[config.mk]
export PLATFORM = sky130hd
export DESIGN_NAME = wave_display_multi
export DESIGN_NICKNAME = d
export VERILOG_FILES = /design/src/rtl/wave_pkg.sv /design/src/rtl/wave_channel_hit.sv /design/src/rtl/wave_display_multi.sv
export SDC_FILE = /design/constraint.sdc
export NUM_CORES = 1
export LEC_CHECK = 0
export CORE_ASPECT_RATIO = 1.2
export CORE_MARGIN = 4
export CORE_UTILIZATION = 45
export CTS_CLUSTER_SIZE = 8
export DETAILED_ROUTE_END_ITERATION = 8
export PLACE_DENSITY = 0.78
export SETUP_SLACK_MARGIN = 0.2
export SYNTH_ARGS = -nofsm -noshare
export SYNTH_HDL_FRONTEND = slang
export SYNTH_SLANG_ARGS = --single-unit
[constraint.sdc]
create_clock -name clk -period 5.4 [get_ports clk]
set_clock_uncertainty 0.1 [all_clocks]
set_input_delay 1.62 -clock clk [delete_from_list [all_inputs] [get_ports clk]]
set_output_delay 1.62 -clock clk [all_outputs]
set_load 0.05 [all_outputs]
[src/rtl/wave_pkg.sv]
// wave_pkg: shared colour constants, RGB type and swap-FSM state encoding
// for the multi-channel waveform renderer.
`default_nettype none

package wave_pkg;

  typedef logic [23:0] rgb_t;

  localparam rgb_t C_BLACK = 24'h000000;
  localparam rgb_t C_WHITE = 24'hFFFFFF;
  localparam rgb_t C_RED   = 24'hFF0000;
  localparam rgb_t C_GREEN = 24'h00FF00;
  localparam rgb_t C_SKY   = 24'h00A0FF;

  // Channel c lives at [c*24 +: 24], so channel 0 (white) is the LSB slot.
  localparam logic [95:0] DEF_CH_COLORS = {C_SKY, C_GREEN, C_RED, C_WHITE};
  localparam rgb_t        DEF_BG_COLOR  = C_BLACK;

  typedef enum logic [0:0] {
    SW_IDLE = 1'b0,
    SW_ACK  = 1'b1
  } swap_state_t;

  function automatic rgb_t ch_color(input logic [95:0] tab, input int c);
    return tab[c*24 +: 24];
  endfunction

endpackage

`default_nettype wire

[src/rtl/wave_channel_hit.sv]
// wave_channel_hit: per-channel previous-column sample tracking and the
// inclusive vertical-segment range test for one trace.
`default_nettype none

module wave_channel_hit #(
  parameter int SAMPLE_W = 8
) (
  input  logic                clk,
  input  logic                reset,
  input  logic                i_en,
  input  logic                i_upd,
  input  logic                i_first,
  input  logic                i_col_change,
  input  logic [SAMPLE_W-1:0] i_cur,
  input  logic [SAMPLE_W-1:0] i_ty,
  output logic                o_hit
);

  logic [SAMPLE_W-1:0] r_prev;
  logic [SAMPLE_W-1:0] r_seen;
  logic [SAMPLE_W-1:0] w_prev_src;
  logic [SAMPLE_W-1:0] w_prev;
  logic [SAMPLE_W-1:0] w_lo;
  logic [SAMPLE_W-1:0] w_hi;

  // r_seen is the sample of the column being drawn; on a column change it
  // becomes the "previous" sample for both pixels of the new column.
  assign w_prev_src = i_col_change ? r_seen : r_prev;
  assign w_prev     = i_first ? i_cur : w_prev_src;
  assign w_lo       = (w_prev < i_cur) ? w_prev : i_cur;
  assign w_hi       = (w_prev < i_cur) ? i_cur : w_prev;
  assign o_hit      = i_en && (i_ty >= w_lo) && (i_ty <= w_hi);

  always_ff @(posedge clk) begin
    if (reset) begin
      r_prev <= '0;
      r_seen <= '0;
    end else if (i_upd) begin
      r_prev <= w_prev;
      r_seen <= i_cur;
    end
  end

endmodule

`default_nettype wire

[src/rtl/wave_display_multi.sv]
// wave_display_multi: multi-channel waveform renderer with 2-cycle pixel
// pipeline and frame-synchronous double-buffer swap handshake.
`default_nettype none

module wave_display_multi
  import wave_pkg::*;
#(
  parameter int          NUM_CH    = 2,
  parameter int          SAMPLE_W  = 8,
  parameter int          ADDR_W    = 8,
  parameter int          X_W       = 11,
  parameter int          Y_W       = 10,
  parameter int          WIN_X0    = 256,
  parameter logic [95:0] CH_COLORS = DEF_CH_COLORS,
  parameter rgb_t        BG_COLOR  = DEF_BG_COLOR
) (
  input  logic                       clk,
  input  logic                       reset,
  input  logic [X_W-1:0]             x,
  input  logic [Y_W-1:0]             y,
  input  logic                       valid,
  input  logic [NUM_CH-1:0]          ch_enable,
  input  logic                       swap_req,
  output logic                       swap_ack,
  output logic                       buf_sel,
  output logic [ADDR_W:0]            read_address,
  input  logic [NUM_CH*SAMPLE_W-1:0] read_value,
  output logic                       valid_pixel,
  output logic [7:0]                 r,
  output logic [7:0]                 g,
  output logic [7:0]                 b
);

  localparam int unsigned C_X_LO = WIN_X0;
  localparam int unsigned C_X_HI = WIN_X0 + 2**(ADDR_W+1);
  localparam int unsigned C_Y_HI = 2**(SAMPLE_W+1);

  // Stage 0: window decode and sample address.
  logic [X_W-1:0]      w_xoff;
  logic [ADDR_W-1:0]   w_col0;
  logic [SAMPLE_W-1:0] w_ty0;
  logic                w_in_win0;
  logic                w_frame_start;
  logic [ADDR_W-1:0]   r_col_hold;
  logic                r_buf_sel;

  assign w_xoff        = x - X_W'(WIN_X0);
  assign w_col0        = ADDR_W'(w_xoff >> 1);
  assign w_ty0         = y[SAMPLE_W:1];
  assign w_in_win0     = valid && (32'(x) >= C_X_LO) && (32'(x) < C_X_HI)
                         && (32'(y) < C_Y_HI);
  assign w_frame_start = valid && (x == '0) && (y == '0);
  assign read_address  = {r_buf_sel, (w_in_win0 ? w_col0 : r_col_hold)};
  assign buf_sel       = r_buf_sel;

  // Stage 1: sample data arrives; x/y-derived state delayed to match.
  logic                r_s1_inwin;
  logic                r_s1_first;
  logic [ADDR_W-1:0]   r_s1_col;
  logic [SAMPLE_W-1:0] r_s1_ty;
  logic [ADDR_W-1:0]   r_last_col;
  logic                w_col_change;
  logic [NUM_CH-1:0]   w_hit;
  rgb_t                w_rgb;

  assign w_col_change = (r_s1_col != r_last_col);

  always_ff @(posedge clk) begin
    if (reset) begin
      r_s1_inwin <= 1'b0;
      r_s1_first <= 1'b0;
      r_s1_col   <= '0;
      r_s1_ty    <= '0;
      r_col_hold <= '0;
      r_last_col <= '0;
    end else begin
      r_s1_inwin <= w_in_win0;
      r_s1_first <= (x == X_W'(WIN_X0));
      r_s1_col   <= w_col0;
      r_s1_ty    <= w_ty0;
      if (w_in_win0) r_col_hold <= w_col0;
      if (r_s1_inwin) r_last_col <= r_s1_col;
    end
  end

  generate
    for (genvar c = 0; c < NUM_CH; c++) begin : g_ch
      wave_channel_hit #(
        .SAMPLE_W (SAMPLE_W)
      ) u_hit (
        .clk          (clk),
        .reset        (reset),
        .i_en         (ch_enable[c]),
        .i_upd        (r_s1_inwin),
        .i_first      (r_s1_first),
        .i_col_change (w_col_change),
        .i_cur        (read_value[c*SAMPLE_W +: SAMPLE_W]),
        .i_ty         (r_s1_ty),
        .o_hit        (w_hit[c])
      );
    end
  endgenerate

  // Walk from the highest index down so the lowest hitting channel wins.
  always_comb begin
    w_rgb = BG_COLOR;
    if (r_s1_inwin) begin
      for (int c = NUM_CH - 1; c >= 0; c--) begin
        if (w_hit[c]) w_rgb = ch_color(CH_COLORS, c);
      end
    end
  end

  // Stage 2: registered pixel.
  rgb_t r_rgb;
  logic r_vp;

  always_ff @(posedge clk) begin
    if (reset) begin
      r_rgb <= '0;
      r_vp  <= 1'b0;
    end else begin
      r_rgb <= w_rgb;
      r_vp  <= r_s1_inwin;
    end
  end

  assign r           = r_rgb[23:16];
  assign g           = r_rgb[15:8];
  assign b           = r_rgb[7:0];
  assign valid_pixel = r_vp;

  // Swap handshake: buffer flips only at frame start, so a frame never tears.
  swap_state_t r_state;
  swap_state_t w_state_nxt;
  logic        w_swap_go;

  always_comb begin
    w_state_nxt = r_state;
    w_swap_go   = 1'b0;
    case (r_state)
      SW_IDLE: begin
        if (w_frame_start && swap_req) begin
          w_state_nxt = SW_ACK;
          w_swap_go   = 1'b1;
        end
      end
      SW_ACK:  w_state_nxt = SW_IDLE;
      default: w_state_nxt = SW_IDLE;
    endcase
  end

  always_ff @(posedge clk) begin
    if (reset) begin
      r_state   <= SW_IDLE;
      r_buf_sel <= 1'b0;
    end else begin
      r_state <= w_state_nxt;
      if (w_swap_go) r_buf_sel <= ~r_buf_sel;
    end
  end

  assign swap_ack = (r_state == SW_ACK);

endmodule

`default_nettype wire

* After elaboration in Yosys (flattened, before gate mapping)
Cells that the tools add are included.
W data, S select, Z words.
** Cells by class
- Add/subtract/negate cells :: 1
- Order comparisons :: 9
- Eq/ne operators :: 2
- Mux-type cells :: 14
- Bitwise operators :: 3
- Reduce and logical (&&, ||, !) cells :: 13
** Operators with widths (number)
- $mux W8 :: 9
- $mux W24 :: 2
- $ge A8 B8 Y1 :: 2
- $le A8 B8 Y1 :: 2
- $lt A8 B8 Y1 :: 2
- $eq A11 B9 Y1 const B :: 1
- $ge A11 B9 Y1 const B :: 1
- $logic_not A11 Y1 :: 1
- $lt A11 B10 Y1 const B :: 1
- $logic_and A1 B1 Y1 :: 10
- $logic_not A10 Y1 :: 1
- $lt A10 B10 Y1 const B :: 1
- $sub A9 B9 Y9 const B :: 1
- $ne A8 B8 Y1 :: 1
- $not A1 Y1 :: 3
- $mux W1 :: 2
- $pmux W1 S2 :: 1
- $reduce_or A2 Y1 :: 1
** Storage, ports and cells
- Bits in registers :: 93
- Output and inout port bits :: 36

* Depth between registers and ports, before layout
Gate-level depths: netlist of run 1.
- Depth after elaboration :: 10
- Depth in mapped cells :: 22
- Gate-level depth less buffers :: 20

* Hierarchy
From an unflattened synthesis of run 1, not the netlist that was laid out.
** Unflattened totals
- Cells, all modules :: 492
- Area, all modules :: 4595.7 µm²
** Modules (own cells, without submodules)
- wave_channel_hit :: instances 2, cells each 171, area an instance 1481.4 µm², sequential area each 320.3 µm²
- wave_display_multi :: instances 1, cells each 150, area an instance 1632.8 µm², sequential area each 780.7 µm²

* Worst setup path after synthesis of run 1
Ideal clock, no wire load.
- Path type :: input port to output port
- From :: in x[10]
- To :: out read_address[7]
- Arrival :: 3.181 ns
- Path slack :: 0.499 ns
- Stages :: 3
- Path buffers :: 0
- Cells stage by stage :: nor3b_1 > a21oi_1 > o21ai_0
** Between the ends
- Longest elaborated chain between the ends :: 5
- Elaborated cells on any way between the ends :: 6
- Classes of those cells :: order compare: 2; mux: 1; reduce/logical: 3
** Ends and longest elaborated chain
- from (decl) :: RTL line wave_display_multi.sv:19 : input logic [X_W-1:0] x,
- $ge A11 B9 Y1 :: RTL line wave_display_multi.sv:50 : assign w_in_win0 = valid && (32'(x) >= C_X_LO) && (32'(x) < C_X_HI)
- $logic_and A1 B1 Y1 :: RTL line wave_display_multi.sv:50
- $logic_and A1 B1 Y1 (*) :: RTL line wave_display_multi.sv:50
- $logic_and A1 B1 Y1 (*) :: RTL line wave_display_multi.sv:51 : && (32'(y) < C_Y_HI);
- $mux W8 (*)
- to (decl) :: RTL line wave_display_multi.sv:26 : output logic [ADDR_W:0] read_address,
Every way passes the cells marked *; elsewhere a longest branch is shown, timed or not.

* Worst setup path after layout of run 1
- From :: in read_value[7]
- To :: reg r_rgb[22]
** Between the ends
- Longest elaborated chain between the ends :: 7
- Elaborated cells on any way between the ends :: 9
- Classes of those cells :: order compare: 3; mux: 4; reduce/logical: 2
** Ends and longest elaborated chain
- from (decl) :: RTL line wave_display_multi.sv:27 : input logic [NUM_CH*SAMPLE_W-1:0] read_value,
- $mux W8 (*) :: RTL line wave_channel_hit.sv:29 : assign w_prev = i_first ? i_cur : w_prev_src;
- via g_ch[0].u_hit.w_prev[7] :: RTL line wave_channel_hit.sv:22 : logic [SAMPLE_W-1:0] w_prev;
- $lt A8 B8 Y1 :: RTL line wave_channel_hit.sv:30, wave_channel_hit.sv:31
- $mux W8 :: RTL line wave_channel_hit.sv:30 : assign w_lo = (w_prev < i_cur) ? w_prev : i_cur;
- $ge A8 B8 Y1 :: RTL line wave_channel_hit.sv:32 : assign o_hit = i_en && (i_ty >= w_lo) && (i_ty <= w_hi);
- $logic_and A1 B1 Y1 :: RTL line wave_channel_hit.sv:32
- $logic_and A1 B1 Y1 (*) :: RTL line wave_channel_hit.sv:32
- $mux W24 (*) :: RTL line wave_display_multi.sv:109 : if (w_hit[c]) w_rgb = ch_color(CH_COLORS, c);
- to (signal assigned) :: RTL line wave_display_multi.sv:123 : r_rgb <= w_rgb;
- to (decl) :: RTL line wave_display_multi.sv:115 : rgb_t r_rgb;
The timed path passes the listed nets; every way through them passes the cells marked *.
A chain may end at the register's enable or synchronous reset.

==> flow_metrics.tcl, run 1 <==
set metrics [dict create \
    rsz0062_at_grt "false" \
    nets 663 \
    seqPwrFrac_pct 37.5 \
    slowest_stage "or4_1" \
    pwr-share-clk_pct 47.8 \
    cp_top_family "simple AND/OR/NAND/NOR gates" \
    critPathArrivalTime_ns 5.16 \
    fin_util_pct 58.4 \
    end_kind "flip-flop" \
    cts_tree "built" \
    worst-path-max-fanout 7 \
    cts_resized 0 \
    post-route-min-period_ns 5.02 \
    gr-usage-all-layers_pct 20.1 \
    place_congestion 0.939 \
    r2r_cells 19 \
    h-tree-depth 3 \
    regArea_um2 1420 \
    r2r-start "r_last_col[3]$_SDFFE_PP0P_" \
    swShare_pct 24.2 \
    ant_nets 0 \
    stdcell_count 705 \
    io_buffer_count 78 \
    cts_hold_buffers 0 \
    drc 0 \
    reg2reg_to "r_rgb[22]$_SDFF_PP0_" \
    setup_ws_ns 0.376 \
    grt_pass1_vias 4136 \
    grt_max_degree 69 \
    cp_data_required_time_ns 5.54 \
    row_count 40 \
    dp.cells 689 \
    yosys_warnings 0 \
    cp-start-kind "input port" \
    die-width_um 100 \
    multi_input_area_um2 2800 \
    min_to "g_ch[1].u_hit.r_prev[5]$_SDFFE_PP0P_" \
    cp.buffers_inverters 2 \
    synth-main-ff-cell "dfxtp_1" \
    switchingPower_mw 0.354 \
    synthesis.instances 513 \
    irDropWorstVdd_uv 210 \
    ys_async_sr_fraction_pct 0 \
    cts_root_buffer "clkbuf_16" \
    cts.sinks 71 \
    total_power_mw 1.46 \
    clockBufferDepth 2 \
    criticalPathCategory "input port to flip-flop" \
    dr.pass1.iters 4 \
    hold_path.startpoint "g_ch[1].u_hit.r_prev[5]$_SDFFE_PP0P_" \
    antenna_found_initial 0 \
    holdCritPathClass "flip-flop to flip-flop" \
    period_share_pct 93.0 \
    min_path_cells 2 \
    synth_edf_count 0 \
    outcome "finished clean" \
    netlist.area_leader.share_pct 31.1 \
    wl_per_cell_um 16.6 \
    num_io_pins 79 \
    avgSynthCellArea_um2 8.90 \
    crit_chain "clkdlybuf4s50_1 > inv_1 > a21oi_1 > ha_1 > nand4_1 > nand2b_1 > or4_1 > and3_4 > mux2i_1 > ha_1 > nand3_1 > nor3_2 > nor2_1 > o21a_1 > or4_1 > o41ai_1" \
    seq_area_frac_synth_pct 31.1 \
    clkTransAtPathRegs_ns 0.06 \
    die_h_um 118 \
    pwr-share-comb_pct 14.7 \
    reg2reg_setup_slack_ns 0.51 \
    slowest_delay_ns 0.52 \
    drt-vias-per-instance 5.59 \
    p_per_area_nw_per_um2 252 \
    wl_um 11700 \
    maxSlewViolCount 0 \
    syn_to_final_growth_pct 27.3 \
    hold_viol_final 0 \
    cts_buffers 9 \
    worstMarginPinSlew_ns 0.750 \
    synth_top_cell_by_area "dfxtp_1" \
    post-cts-setup-buffer-count 0 \
    startpoint "read_value[7]" \
    dpl.hpwl_um 8650 \
    drive_gt1_share_pct 12.4 \
    intPower_mw 1.11 \
    synth.area.top_cells "dfxtp_1, ha_1, mux2i_1" \
    start_util_pct 45.9 \
    cap_viol_max_count 0 \
    dieArea_um2 11800 \
    ys_ff_latch 71 \
    syn-cell-area_um2 4570 \
    diodes 0 \
    slew_headroom_pct 50.0 \
    syn-num-nets 602 \
    vias 3941 \
    drt_iter0_markers 172 \
    whs_ns 0.397 \
    synth_cell_types 38 \
    grt_pass1_wl_um 19400 \
    clock.fmax_mhz 199 \
    core_area_um2 9960 \
    grt-ovfl-total 0 \
    p_leak_nw 2.47 \
    worstSkewPairLatency_ns 0.33 \
    fill_cells 843 \
    setup_viol 0 \
    dp_slack_ns -0.0351 \
]
[worst max-delay path by stage]
stage	endpoint	slack [ns]	depth (start not counted)
after floorplan	read_address[7]	0.50	3
after global placement	r_rgb[22]$_SDFF_PP0_	0.08	16
after detailed placement	r_rgb[22]$_SDFF_PP0_	-0.04	16
after CTS	r_rgb[22]$_SDFF_PP0_	0.22	16
after global routing	r_rgb[22]$_SDFF_PP0_	0.21	20
final	r_rgb[22]$_SDFF_PP0_	0.38	16
[power groups by stage]
stage               combinational (mW)  sequential [mW]  clock [mW]
finish                           0.216            0.549       0.699
CTS                              0.215            0.549       0.710
floorplan                        0.125            0.557           0
global placement                 0.204            0.560           0
detailed placement               0.212            0.560           0
global route                     0.237            0.551       0.733
[cells in the final DEF (no fill, tap or decap), types with 4 or more instances in the layout]
cell / netlist / final
xor2_1: 9 / 9
inv_1: 20 / 20
a21o_1: 12 / 12
o211ai_1: 5 / 5
nor2_1: 66 / 66
o21a_1: 6 / 6
nand3_1: 7 / 7
nor4_1: 6 / 6
o21ai_0: 6 / 6
buf_12: 0 / 8
a21oi_1: 30 / 30
mux2i_1: 54 / 54
clkdlybuf4s50_1: 0 / 69
nor3_1: 6 / 5
o22ai_1: 18 / 18
a211oi_1: 16 / 16
mux2_2: 21 / 21
clkbuf_16: 0 / 9
nand2b_1: 4 / 4
nor2b_1: 27 / 27
nand2_1: 12 / 11
ha_1: 46 / 46
dfxtp_1: 71 / 70
buf_4: 23 / 20
[cell type report]
type	instances	area share (%)
multi-input cells	374	48.1
flip-flops and latches	71	24.5
repair buffers	98	17.3
clock buffers	10	4.11
well taps	126	2.71
clock inverters	6	2.00
inverters	20	1.29
[through the flow]
step,setup TNS [ns],area (µm²)
3_3_place_gp,0,5450
3_5_place_dp,-0.0351,5450
2_1_floorplan,0,4570
5_1_grt,0,5820
4_1_cts,0,5800
6_report,0,5820
[state kept, by name, indices dropped and copies added (netlist names)]
signal and cells:
buf_sel 1, g_ch.u_hit.r_prev 16, g_ch.u_hit.r_seen 16, r_col_hold 8, r_last_col 8, r_rgb 2
r_s1_col 8, r_s1_first 1, r_s1_inwin 1, r_s1_ty 8, swap_ack 1, valid_pixel 1
[logic make-up (layout without fill, tap and decap cells)]
group	after synthesis	count (layout)	synth area share, %
and+or+nand+nor	143	143	15.2
DFF	71	71	31.1
muxes	75	75	17.0
adders and majority gates	46	46	12.6
xor gates and xnor gates	9	9	1.73
AOI/OAI and AO/OA	101	101	14.5
buffers and inverters	68	134	7.86
[per-layer routing]
layer  wire length, µm  track usage (%)  vias to the layer above
li1                  -                -                     1936
met1              4460             21.1                     1878
met2              6440             37.9                      109
met3               632             4.78                       18
met4               181             7.58                        0
met5                 0                0                        -
[worst reg2reg max path, stage by stage, from the launching register on]
cell      delay [ns]
dfxtp_1         0.32
xor2_1          0.16
nor4_1          0.48
nand2_2         0.27
mux2_2          0.35
nor2_1          0.11
a21oi_1         0.07
ha_1            0.33
nand4_1         0.13
nand2b_1        0.18
or4_1           0.48
and3_4          0.25
mux2i_1         0.14
ha_1            0.30
nand3_1         0.13
nor3_2          0.24
nor2_1          0.06
o21a_1          0.10
or4_1           0.52
o41ai_1         0.07
[synthesized netlist by cell type (9+ instances only)]
master and count:
xor2_1 9, ha_1 46, a21o_1 12, dfxtp_1 71
o22ai_1 18, a21oi_1 30, nand2_1 12, mux2i_1 54
inv_1 20, nor2b_1 27, clkbuf_1 17, a211oi_1 16
nor2_1 66, buf_4 23, mux2_2 21
(Power assumes the default switching activity.)
==> run 2: changes to the inputs <==
Settings changed: REMOVE_ABC_BUFFERS set to 1.
==> run 2 against run 1 <==
Via count about the same. Power decreased by 3.2%. Clock power decreased by 6.9%. Routed wire length decreased by 4.3%. Sequential power about the same. Register-to-register slack improved by 0.05 ns. Sequential share of layout area decreased by 0.052 points. Die area unchanged. Maximum frequency increased by 0.58%. Worst hold slack improved by 0.0011 ns.
==> flow_metrics.tcl, run 2 (synthesis results as in run 1) <==
set metrics [dict create \
    wl_per_cell_um 15.8 \
    place_congestion 0.824 \
    clkTransAtPathRegs_ns 0.06 \
    fin_area_um2 5830 \
    critPathArrivalTime_ns 5.13 \
    end_kind "flip-flop" \
    r2r_cells 20 \
    rsz0062_at_grt "false" \
    syn_to_final_growth_pct 27.6 \
    cap_viol_max_count 0 \
    drc 0 \
    die-width_um 100 \
    postPlaceCellArea_um2 5460 \
    cts_tree "built" \
    die_h_um 118 \
    core_area_um2 9960 \
    p_leak_nw 2.49 \
    dp.cells 690 \
    clock.fmax_mhz 200 \
    hold_viol_final 0 \
    worst-path-max-fanout 7 \
    row_count 40 \
    drt_iter0_markers 140 \
    largestRegisters "g_ch.u_hit.r_prev x16, g_ch.u_hit.r_seen x16" \
    grt_pass1_vias 3998 \
    whs_ns 0.398 \
    antenna_found_initial 0 \
    clockBufferDepth 2 \
    cp-start-kind "input port" \
    cts_root_buffer "clkbuf_16" \
    crit_end "r_rgb[22]$_SDFF_PP0_" \
    irDropWorstVdd_uv 164 \
    slew_headroom_pct 24.9 \
    cts.sinks 71 \
    final_common_cell "dfxtp_1" \
    final_cell_mix "dfxtp_1, clkdlybuf4s50_1, nor2_1, mux2i_1, ha_1" \
    nets 669 \
    worstMarginPinSlew_ns 1.13 \
    io_buffer_count 78 \
    dieArea_um2 11800 \
    fin_util_pct 58.5 \
    r2r-start "r_last_col[3]$_SDFFE_PP0P_" \
    reg2reg_to "r_rgb[22]$_SDFF_PP0_" \
    maxSlewViolCount 0 \
    wl_um 11200 \
    grt-ovfl-total 0 \
    drt-vias-per-instance 5.55 \
    grt_max_degree 69 \
    p_per_area_nw_per_um2 243 \
    holdCritPathClass "flip-flop to flip-flop" \
    outcome "finished clean" \
    vias 3944 \
    stdcell_count 711 \
    h-tree-depth 3 \
    num_io_pins 79 \
    worstSkewPairLatency_ns 0.34 \
    dr.pass1.iters 4 \
    gr-usage-all-layers_pct 19.1 \
    criticalPathCategory "input port to flip-flop" \
    reg2reg_setup_slack_ns 0.56 \
    period_share_pct 92.5 \
    startpoint "read_value[6]" \
    setup_viol 0 \
    fill_cells 842 \
    cp_data_required_time_ns 5.53 \
    drive_gt1_share_pct 13.3 \
    grt_pass1_wl_um 18500 \
    start_util_pct 45.9 \
    dpl.hpwl_um 8030 \
    cts_buffers 9 \
    post-route-min-period_ns 4.99 \
    ant_nets 0 \
    diodes 0 \
]
[run 2: cell count changes in the layout (fill, tap and decap cells not counted), sizes merged]
cell    previous run  this run
buf               29        35
bufinv             3         2
inv               21        23
clkbuf            10         9
[run 2: critical path, stage by stage]
cell             delay, ns
clkdlybuf4s50_1       0.43
inv_1                 0.09
a21oi_1               0.07
ha_1                  0.33
nand4_1               0.11
nand2b_1              0.17
or4_1                 0.47
and3_2                0.32
mux2i_1               0.15
ha_1                  0.31
nand3_1               0.11
nor3_2                0.21
nor2_1                0.06
o21a_1                0.09
or4_1                 0.52
o41ai_1               0.08
[run 2: cell type report]
| type | instances | area (µm²) | share of cell area (%) |
|---|---|---|---|
| tap | 126 | 158 | 2.70 |
| inverter | 20 | 75.1 | 1.29 |
| timing repair buffer | 104 | 1050 | 18.0 |
| multi-input combinational | 374 | 2800 | 48.0 |
| clock buffer | 9 | 225 | 3.86 |
| sequential | 71 | 1420 | 24.4 |
| clock inverter | 7 | 103 | 1.76 |
[run 2: how the worst min path moves through the flow]
stage                                         startpoint                                   end  slack, ns  cells past startpoint
finish              g_ch[1].u_hit.r_prev[5]$_SDFFE_PP0P_  g_ch[1].u_hit.r_prev[5]$_SDFFE_PP0P_       0.40                      2
global route        g_ch[1].u_hit.r_prev[7]$_SDFFE_PP0P_  g_ch[1].u_hit.r_prev[7]$_SDFFE_PP0P_       0.44                      2
CTS                 g_ch[1].u_hit.r_prev[7]$_SDFFE_PP0P_  g_ch[1].u_hit.r_prev[7]$_SDFFE_PP0P_       0.40                      2
detailed placement  g_ch[1].u_hit.r_prev[7]$_SDFFE_PP0P_  g_ch[1].u_hit.r_prev[7]$_SDFFE_PP0P_       0.39                      2
global placement    g_ch[1].u_hit.r_prev[1]$_SDFFE_PP0P_  g_ch[1].u_hit.r_prev[1]$_SDFFE_PP0P_       0.38                      2
floorplan           g_ch[0].u_hit.r_prev[1]$_SDFFE_PP0P_  g_ch[0].u_hit.r_prev[1]$_SDFFE_PP0P_       0.37                      2
[run 2: metrics by stage]
step | worst slack, ns | power, mW | setup TNS (ns)
floorplan | -1.74 | 0.672 | -27.81
global placement | 0.0815 | 0.763 | 0
detailed placement | -0.0114 | 0.772 | -0.0114
CTS | 0.313 | 1.42 | 0
global route | 0.230 | 1.48 | 0
finish | 0.405 | 1.42 | 0
[run 2: timing repair]
| action | CTS | global route |
|---|---|---|
| setup buffers | 0 | 5 |
| hold buffers | 0 | 0 |
| resized for setup | 0 | 3 |
| setup endpoints to repair | 0 | 2 |
[run 2: routing by layer]
layer | global-route usage [%] | routed length [µm]
met5 | 0 | 0
met4 | 7.16 | 245
met3 | 4.84 | 955
met2 | 33.0 | 5450
met1 | 22.5 | 4550
[run 2: report_power, final]
group	switching, mW	internal (mW)	total, mW
Combinational	0.107	0.108	0.215
Sequential	0.0135	0.538	0.551
Clock	0.241	0.411	0.651
Total	0.361	1.06	1.42
